`config.mk`:
```
export PLATFORM = sky130hd
export DESIGN_NAME = a1csa_seq_ctrl
export DESIGN_NICKNAME = d
export VERILOG_FILES = /design/src/rtl/a1csa_seq_ctrl.sv
export SDC_FILE = /design/constraint.sdc
export NUM_CORES = 1
export LEC_CHECK = 0
export ABC_AREA = 1
export CAP_MARGIN = 20
export CORE_MARGIN = 2
export CORE_UTILIZATION = 40
export DETAILED_ROUTE_END_ITERATION = 7
export PLACE_DENSITY = 0.69
export SYNTH_ARGS = -nofsm -noshare
export SYNTH_HDL_FRONTEND = slang
export SYNTH_SLANG_ARGS = --single-unit
```
`constraint.sdc`:
```
create_clock -name clk -period 2.4 [get_ports clk]
set_clock_uncertainty 0.2 [all_clocks]
set_input_delay 0.72 -clock clk [delete_from_list [all_inputs] [get_ports clk]]
set_output_delay 0.72 -clock clk [all_outputs]
set_load 0.02 [all_outputs]
```
`src/rtl/a1csa_seq_ctrl.sv`:
```
// a1csa_seq_ctrl: multi-cycle W-bit adder sequencer. Time-multiplexes one
// external 4-bit add-one carry-select slice, one digit per cycle, LSB first,
// and forms the ripple carry from the slice gen/prop outputs.
//
// Optional feature macro: A1CSA_SEQ_OVF_EN (adds registered ovf output).
//
// Ports:
//   clk, rst              clock, synchronous active-high reset
//   in_valid / in_ready   operand handshake (a, b, cin sampled on accept)
//   out_valid / out_ready result handshake (s, cout registered)
//   slc_a, slc_b, slc_sel slice operand digits and select (carry); 0 outside RUN
//   slc_s, slc_gen, slc_prop  slice sum, generate, propagate
//   ovf                   two's-complement overflow (A1CSA_SEQ_OVF_EN only)
module a1csa_seq_ctrl #(
    parameter int unsigned W = 16
) (
    input  logic         clk,
    input  logic         rst,
    input  logic         in_valid,
    output logic         in_ready,
    input  logic [W-1:0] a,
    input  logic [W-1:0] b,
    input  logic         cin,
    output logic         out_valid,
    input  logic         out_ready,
    output logic [W-1:0] s,
    output logic         cout,
`ifdef A1CSA_SEQ_OVF_EN
    output logic         ovf,
`endif
    output logic [3:0]   slc_a,
    output logic [3:0]   slc_b,
    output logic         slc_sel,
    input  logic [3:0]   slc_s,
    input  logic         slc_gen,
    input  logic         slc_prop
);

    localparam int unsigned ND = W / 4;
    localparam int unsigned IW = (ND > 1) ? $clog2(ND) : 1;

    typedef enum logic [1:0] {
        IDLE = 2'd0,
        RUN  = 2'd1,
        DONE = 2'd2
    } state_t;

    state_t        state;
    logic [IW-1:0] idx;
    logic          carry;
    logic [W-1:0]  op_a;
    logic [W-1:0]  op_b;
    logic          carry_nxt;
    logic          last_digit;

    // Ripple carry out of the current digit.
    assign carry_nxt  = slc_gen | (slc_prop & carry);
    assign last_digit = (idx == IW'(ND - 1));

    // Slice drive: current digit of each operand, running carry as select.
    always_comb begin
        slc_a   = '0;
        slc_b   = '0;
        slc_sel = 1'b0;
        if (state == RUN) begin
            slc_a   = op_a[{idx, 2'b00} +: 4];
            slc_b   = op_b[{idx, 2'b00} +: 4];
            slc_sel = carry;
        end
    end

    // Sequencer FSM with registered handshake and result outputs.
    always_ff @(posedge clk) begin
        if (rst) begin
            state     <= IDLE;
            idx       <= '0;
            carry     <= 1'b0;
            op_a      <= '0;
            op_b      <= '0;
            s         <= '0;
            cout      <= 1'b0;
            out_valid <= 1'b0;
            in_ready  <= 1'b1;
`ifdef A1CSA_SEQ_OVF_EN
            ovf       <= 1'b0;
`endif
        end else begin
            case (state)
                IDLE: begin
                    if (in_valid) begin
                        op_a     <= a;
                        op_b     <= b;
                        carry    <= cin;
                        idx      <= '0;
                        in_ready <= 1'b0;
                        state    <= RUN;
                    end
                end
                RUN: begin
                    s[{idx, 2'b00} +: 4] <= slc_s;
                    carry                <= carry_nxt;
                    if (last_digit) begin
                        // idx wraps explicitly so non-power-of-two ND also returns to 0.
                        idx       <= '0;
                        cout      <= carry_nxt;
                        out_valid <= 1'b1;
                        state     <= DONE;
`ifdef A1CSA_SEQ_OVF_EN
                        ovf       <= (op_a[W-1] == op_b[W-1]) && (slc_s[3] != op_a[W-1]);
`endif
                    end else begin
                        idx <= idx + IW'(1);
                    end
                end
                DONE: begin
                    if (out_ready) begin
                        out_valid <= 1'b0;
                        in_ready  <= 1'b1;
                        state     <= IDLE;
                    end
                end
                default: begin
                    state     <= IDLE;
                    out_valid <= 1'b0;
                    in_ready  <= 1'b1;
                end
            endcase
        end
    end

endmodule

```
======== Word-level counts from Yosys, hierarchy flattened ========
Cells that the tools add are included.
operators by class
  add/subtract/negate cells ............... 2
  mux-type cells .......................... 19
  reductions and logical operators ........ 8
  eq/ne operators ......................... 6
  shifts and indexed selects .............. 4
  bitwise operators ....................... 4
operators with widths
  kind                    count
  $shiftx 16x5->4         2
  $bwmux 16               1
  $shift 4x6->16 const A  1
  $shiftx 4x6->16         1
  $mux 2                  5
  $reduce_and 3->1        3
  $mux 4                  2
  $mux 1                  6
  $ne 2x2->1 const B      3
  $neg 4->6               1
  $pmux 1 s3              2
  $pmux 2 s3              1
  $reduce_and 2->1        3
  $eq 2x2->1 const B      2
  $pmux 2 s2              1
  $add 2x1->2 const B     1
  $eq 2x1->1 const B      1
  $logic_not 2->1         1
  $not 1->1               2
  $pmux 1 s2              1
  $reduce_bool 2->1       1
  $and 1x1->1             1
  $or 1x1->1              1
word-level totals
  output and inout bits ................... 28
  input port bits ......................... 43
  logic and storage cells ................. 52
  register bits after elaboration ......... 56

======== Logic depth before layout (Yosys ltp) ========
Gate-level depths: netlist (run 1).
  depth in word-level cells ............... 3
  depth in mapped cells ................... 9
  gate-level depth less buffers ........... 7

======== Least setup slack after synthesis (run 1) ========
No wires, ideal clock.
  kind .................................... flip-flop to output port
  from .................................... register idx[1]
  to ...................................... output slc_a[0]
  path buffers ............................ 1
  setup slack ............................. 0.199 ns
  data required time ...................... 1.480 ns
  arrival ................................. 1.281 ns
  stages on the path, launching flop included .. 6
  cell sequence ........................... dfxtp_1 -> buf_4 -> clkinv_1 -> nor2_1 -> o21ai_0 -> a21oi_1
on the way
  longest elaborated chain between the ends .. 2
RTL lines
  what                    line  RTL
  start, declared         49    logic [IW-1:0] idx;
  start signal, assigned  112   idx <= idx + IW'(1);
  $shiftx 16x5->4         66    slc_a = op_a[{idx, 2'b00} +: 4];
  $mux 4                  65    if (state == RUN) begin
  end, declared           31    output logic [3:0] slc_a,
No other way between the ends.

======== Worst setup path after layout (run 1) ========
  from .................................... register idx[0]
  to ...................................... output slc_b[0]
on the way
  longest elaborated chain between the ends .. 2
RTL lines
  what             line  RTL
  $shiftx 16x5->4  67    slc_b = op_b[{idx, 2'b00} +: 4];
  $mux 4           65
  end, declared    32    output logic [3:0] slc_b,
No other way between the ends.

==> reports/results.ini, run 1 <==
[power_and_ir_drop]
p_sw_mw = 0.5586
power_leakage_nw = 1.381
ir_drop_mv = 0.2683
swShare_pct = 27.41
intPower_mw = 1.480
pwr_density_cell_nw_per_um2 = 583.0
p_seq_share_pct = 49.9
combPwrFrac_pct = 19.4
p_clk_share_pct = 30.7

[global_route]
grt_antenna_before_repair = 0
grt_use_total_pct = 18.26
grt_pass1_vias = 2401
grt_first_pass_wirelength_mm = 10.52
overflow = 0
grt_max_degree = 35

[layout]
multi_input_area_sq_um = 1229
layout_commonest_cell = nor2_1
syn2layout_area_growth_pct = 36.76
final_net_count = 487
fillers = 638
seq_area_sq_um = 1125
instances_no_fill = 516
layout_common_cells = nor2_1, nand2_1, clkdlybuf4s50_1, dfxtp_1, a21oi_1
drive_above_1_share_pct = 11.39
diodes = 0

[clocking]
holdBufCountCts = 0
cts_inserted_buffers = 5
clock_latency_ps = 320
tritoncts = done
clk_pin_slew_worst_paths_ps = 100
cts.path.max_buffers = 2
h-tree-depth = 2
cts_setup_buffers = 0
cts.sinks = 56
root_buffer = clkbuf_8

[logic_synthesis]
synthCells = 365
synth_area_per_cell_sq_um = 7.003
synth_seq_cells = 56
yosysSeqAreaShare_pct = 43.86
ys_types = 21
yosys_warnings = 0
syn-num-nets = 414
syn_area_sq_um = 2556

[sta]
finalWorstSetupSlack_ps = 8.979
worstMarginPinSlew_ps = 477.8
min_period_ps = 2391
slew_viol_final = 0
setup_violations = 0
whs_ps = 255.5
hold_viol_final = 0
rsz0062_at_grt = true
relSlewSlack_pct = 68.10
max_freq_mhz = 418.2
post-route-period-util_pct = 99.63

[drt]
drt_wl_total_mm = 6.390
drc_errors = 0
wl_per_cell_um = 12.38
drt_iter0_drc = 161
vias = 2555
vias_per_cell = 4.952
detail_route.first_pass.iterations = 4
ant_nets = 0

[placement]
numPortBuffers = 70
pre_cts_ws_ps = -151.2
place_inst = 506
dp_hpwl_mm = 4.566
gp_congestion = 0.8683

[die]
die_w_um = 83.94
initial_core_util_pct = 40.72
ios = 71
rows = 29
core_area_sq_um = 6277
die_y_um = 83.94
die_area_sq_um = 7046

[critical_path]
critPathKind = register to output pin
crit_fanout = 7
slowest_stage = dfxtp_4
crit_path_end_kind = output pin
cp_data_required_time_ps = 1480
crit_chain = clkbuf_16 -> nor2_2 -> nor2_1 -> o21ai_1 -> a21oi_1 -> buf_4
arrival_ps = 1470
startpoint_type = register
max_stage_delay_ps = 410

[status]
run_status = finished clean

[hold_path]
worstHoldPathType = register to register

[flow_run]
maxCapViolCount = 0

## cells in the mapped netlist
library cell  count  share of area (%)
nor2_1           96                 14
nand2_1          69                 10
dfxtp_1          56                 44
a21oi_1          38                7.4
o21ai_0          30                5.9
inv_1            16                2.3
o21ai_1          12                2.3
nand3_1           9                1.8
buf_6             7                3.1
ha_1              6                2.9
clkbuf_1          5               0.73
buf_2             4               0.78
inv_2             4               0.59
nand3_2           3                1.2
buf_4             2               0.59
nand2_2           2               0.49
nor2_2            2               0.49
clkinv_1          1               0.15
inv_4             1               0.24
nand2_4           1               0.44
nor2_4            1               0.44
## critical path, delay by kind of cell (launching register included)
| kind | cells | cell delay [ps] |
|---|---|---|
| buffers and inverters | 2 | 350 |
| AND/OR/NAND/NOR | 2 | 130 |
| AO/OA/AOI/OAI | 2 | 260 |
| flip-flops | 1 | 410 |
## power groups by stage
stage / sequential [mW] / clock, mW / combinational, mW
final: 1.02 / 0.626 / 0.394
after global routing: 1.02 / 0.681 / 0.441
after CTS: 1.01 / 0.634 / 0.376
after detailed placement: 1.04 / 0 / 0.383
after global placement: 1.04 / 0 / 0.377
after floorplan: 1.03 / 0 / 0.234
## metal layers
metal | vias up | track usage (%) | wire length, um
met5 | - | 0 | 0
met4 | 0 | 5.865 | 101
met3 | 8 | 3.956 | 321
met2 | 66 | 32.22 | 3132
met1 | 1173 | 22.01 | 2835
li1 | 1308 | - | -
## repair_timing
| action | CTS | global route |
|---|---|---|
| gates resized for setup | 35 | 18 |
| endpoints found under the setup margin | 9 | 8 |
| gates cloned | 0 | 2 |
| pin swaps | 0 | 5 |
## worst paths after layout
path | startpoint | endpoint | slack (ps) | cells past startpoint
worst max-delay path | idx[0]$_SDFFE_PP0P_ | slc_b[0] | 9 | 6
worst min-delay path | op_b[5]$_SDFFE_PP0P_ | op_b[5]$_SDFFE_PP0P_ | 260 | 2
worst max register to register | idx[0]$_SDFFE_PP0P_ | s[4]$_SDFFE_PP0P_ | 470 | 9
worst min register to register | op_b[5]$_SDFFE_PP0P_ | op_b[5]$_SDFFE_PP0P_ | 260 | 2
## cells by family after synthesis
| family | Yosys count | synth area share, % |
|---|---|---|
| compound gates | 80 | 15.66 |
| fa+ha+maj | 6 | 2.937 |
| buf+inv | 40 | 8.517 |
| flops | 56 | 43.86 |
| simple gates | 183 | 29.03 |
## per-stage QoR
stage	util [%]	total power, mW	TNS (ps)	instance area (sq um)
6_report	55.69	2.038	0	3496
3_5_place_dp	53.14	1.418	-1037	3336
3_3_place_gp	53.14	1.412	-562.4	3336
2_1_floorplan	-	1.269	0	2556
4_1_cts	54.43	2.024	0	3417
5_1_grt	55.69	2.146	-91.73	3496
## final cells by class
type / count / share of cell area, %
clock buffers: 5 / 1.969
multi-input cells: 269 / 35.15
flip-flops and latches: 56 / 32.18
repair buffers: 84 / 24.16
clock inverters: 3 / 1.217
well taps: 77 / 2.756
inverters: 22 / 2.577
## flip-flops by register name, indices dropped and copies added (netlist names)
register   flops
carry          1
cout           1
out_valid      1
op_a          16
s             16
op_b          16
in_ready       1
idx            2
state          2
No activity file was read; power rests on OpenSTA's default activity.
==> run 2, diff against run 1 <==
CORE_MARGIN = 8   (was 2)
RECOVER_POWER = 25   (was default)
==> run 2 against run 1 <==
Count of clock-buffer cells in the layout grew 2. Setup slack lost 2.4 ps. Sequential cell count is the same. Hold slack gained 10 ps. Fmax is essentially flat. Die area grew 31%. Global-route usage shrank 3.7 points. Cell count is the same. Clock power shrank 15%. Sequential power is essentially flat. Critical path type unchanged. Critical endpoint unchanged. Largest cell class unchanged.
==> reports/results.ini, run 2 (synthesized netlist as in run 1, its figures left out) <==
[sta]
worstMarginPinSlew_ps = 480.9
hold_viol_final = 0
finalWorstSetupSlack_ps = 6.587
relSlewSlack_pct = 67.89
rsz0062_at_grt = true
min_period_ps = 2393
setup-tns-final_ps = 0
slew_viol_final = 0
max_freq_mhz = 417.8
setup_violations = 0
post-route-period-util_pct = 99.73

[die]
die_area_sq_um = 9204
rows = 29
ios = 71
initial_core_util_pct = 40.72
die_y_um = 95.94
core_area_sq_um = 6277
die_w_um = 95.94

[flow_run]
maxCapViolCount = 0

[power_and_ir_drop]
p_clk_share_pct = 27.5
p_seq_share_pct = 52.4
combPwrFrac_pct = 20.1
pwr_density_cell_nw_per_um2 = 560.4
power_leakage_nw = 1.369
intPower_mw = 1.402
swShare_pct = 27.86
ir_drop_mv = 0.2783
p_sw_mw = 0.5415

[critical_path]
crit_family = flip-flops
max_stage_delay_ps = 370
cp_data_required_time_ps = 1480
crit_buf_inv = 2
crit_chain = clkinv_2 -> nor2_1 -> o21ai_1 -> a21oi_1 -> buf_4
critPathKind = register to output pin
arrival_ps = 1470
slowest_stage = dfxtp_1
crit_fanout = 9
startpoint_type = register
crit_path_end_kind = output pin

[global_route]
grt_max_degree = 35
grt_busiest_layer = met2
grt_use_met3_pct = 4.914
grt_first_pass_wirelength_mm = 10.85
grt_antenna_before_repair = 0
use_met2_pct = 23.94
grt_pass1_vias = 2453
met1_usage_pct = 17.39
overflow = 0
grt_use_total_pct = 14.60

[placement]
dp_hpwl_mm = 4.941
place_area_sq_um = 3323
numPortBuffers = 70
gp_congestion = 0.8822
place_inst = 506
pre_cts_ws_ps = -165.8

[clocking]
h-tree-depth = 2
holdBufCountCts = 0
cts.sinks = 56
cts_inserted_buffers = 5
tritoncts = done
clock_latency_ps = 310
cts.path.max_buffers = 2
root_buffer = clkbuf_8
clk_pin_slew_worst_paths_ps = 100

[status]
run_status = finished clean

[layout]
top_regs = op_a (16), op_b (16), s (16)
layout_commonest_cell = nor2_1
diodes = 0
instances_no_fill = 516
final_net_count = 487
syn2layout_area_growth_pct = 35.68
drive_above_1_share_pct = 10.93
stdcell_area_sq_um = 3468
layout_common_cells = nor2_1, nand2_1, clkdlybuf4s50_1, dfxtp_1, a21oi_1

[hold_path]
worstHoldPathType = register to register

[drt]
drc_errors = 0
detail_route.first_pass.iterations = 4
ant_nets = 0
vias = 2503
drt_wl_total_mm = 6.648
drt_iter0_drc = 101
wl_per_cell_um = 12.88
vias_per_cell = 4.851

run 2: cell types whose count changed in the layout (fill, tap and decap cells not counted), sizes merged:
cell	change
inv	-1
bufinv	-1
clkbuf	+2
run 2: power groups by stage:
stage	combinational, mW	clock (mW)	sequential (mW)
after floorplan	0.234	0	1.03
after global placement	0.373	0	1.04
after detailed placement	0.378	0	1.04
after CTS	0.371	0.549	1.01
after global routing	0.440	0.583	1.03
final	0.391	0.534	1.02
run 2: stage by stage:
stage	hold slack (ps)	util, %	total power, mW
floorplan	228.6	-	1.269
global placement	246.7	52.94	1.409
detailed placement	251.8	52.94	1.415
CTS	266.2	53.84	1.935
global route	287.0	55.25	2.048
finish	265.6	55.25	1.944
run 2: worst min-delay path: cells and delay by family (launching register included):
kind	cells	cell delay (ps)
buffers and inverters	1	60
DFF	1	310
AOI/OAI and AO/OA	1	60
run 2: path summary, 6_finish.rpt:
| path | from | endpoint | slack [ps] | cells past startpoint |
|---|---|---|---|---|
| worst max register to register | idx[0]$_SDFFE_PP0P_ | s[13]$_SDFFE_PP0P_ | 490 | 9 |
| worst min register to register | op_b[6]$_SDFFE_PP0P_ | op_b[6]$_SDFFE_PP0P_ | 270 | 2 |
| worst min-delay path | op_b[6]$_SDFFE_PP0P_ | op_b[6]$_SDFFE_PP0P_ | 270 | 2 |
| worst max-delay path | idx[1]$_SDFFE_PP0P_ | slc_b[0] | 7 | 5 |
run 2: layout make-up:
class                   count  area [sq um]
fillers                   628          2809
multi-input cells         269          1235
flip-flops and latches     56          1125
repair buffers             84         829.5
well taps                  77         96.34
inverters                  22         88.84
clock buffers               7         86.33
clock inverters             1         7.507
run 2: repair_timing:
item,CTS,global route
buffers inserted,0,0
pin swaps,0,8
endpoints found under the setup margin,9,8
gates resized for setup,35,19
gates cloned,0,2
run 2: metal layers:
metal,up-vias,part of all wire [%]
li1,1304,-
met1,1113,46
met2,76,45
met3,10,7.7
met4,0,1.4
met5,-,0
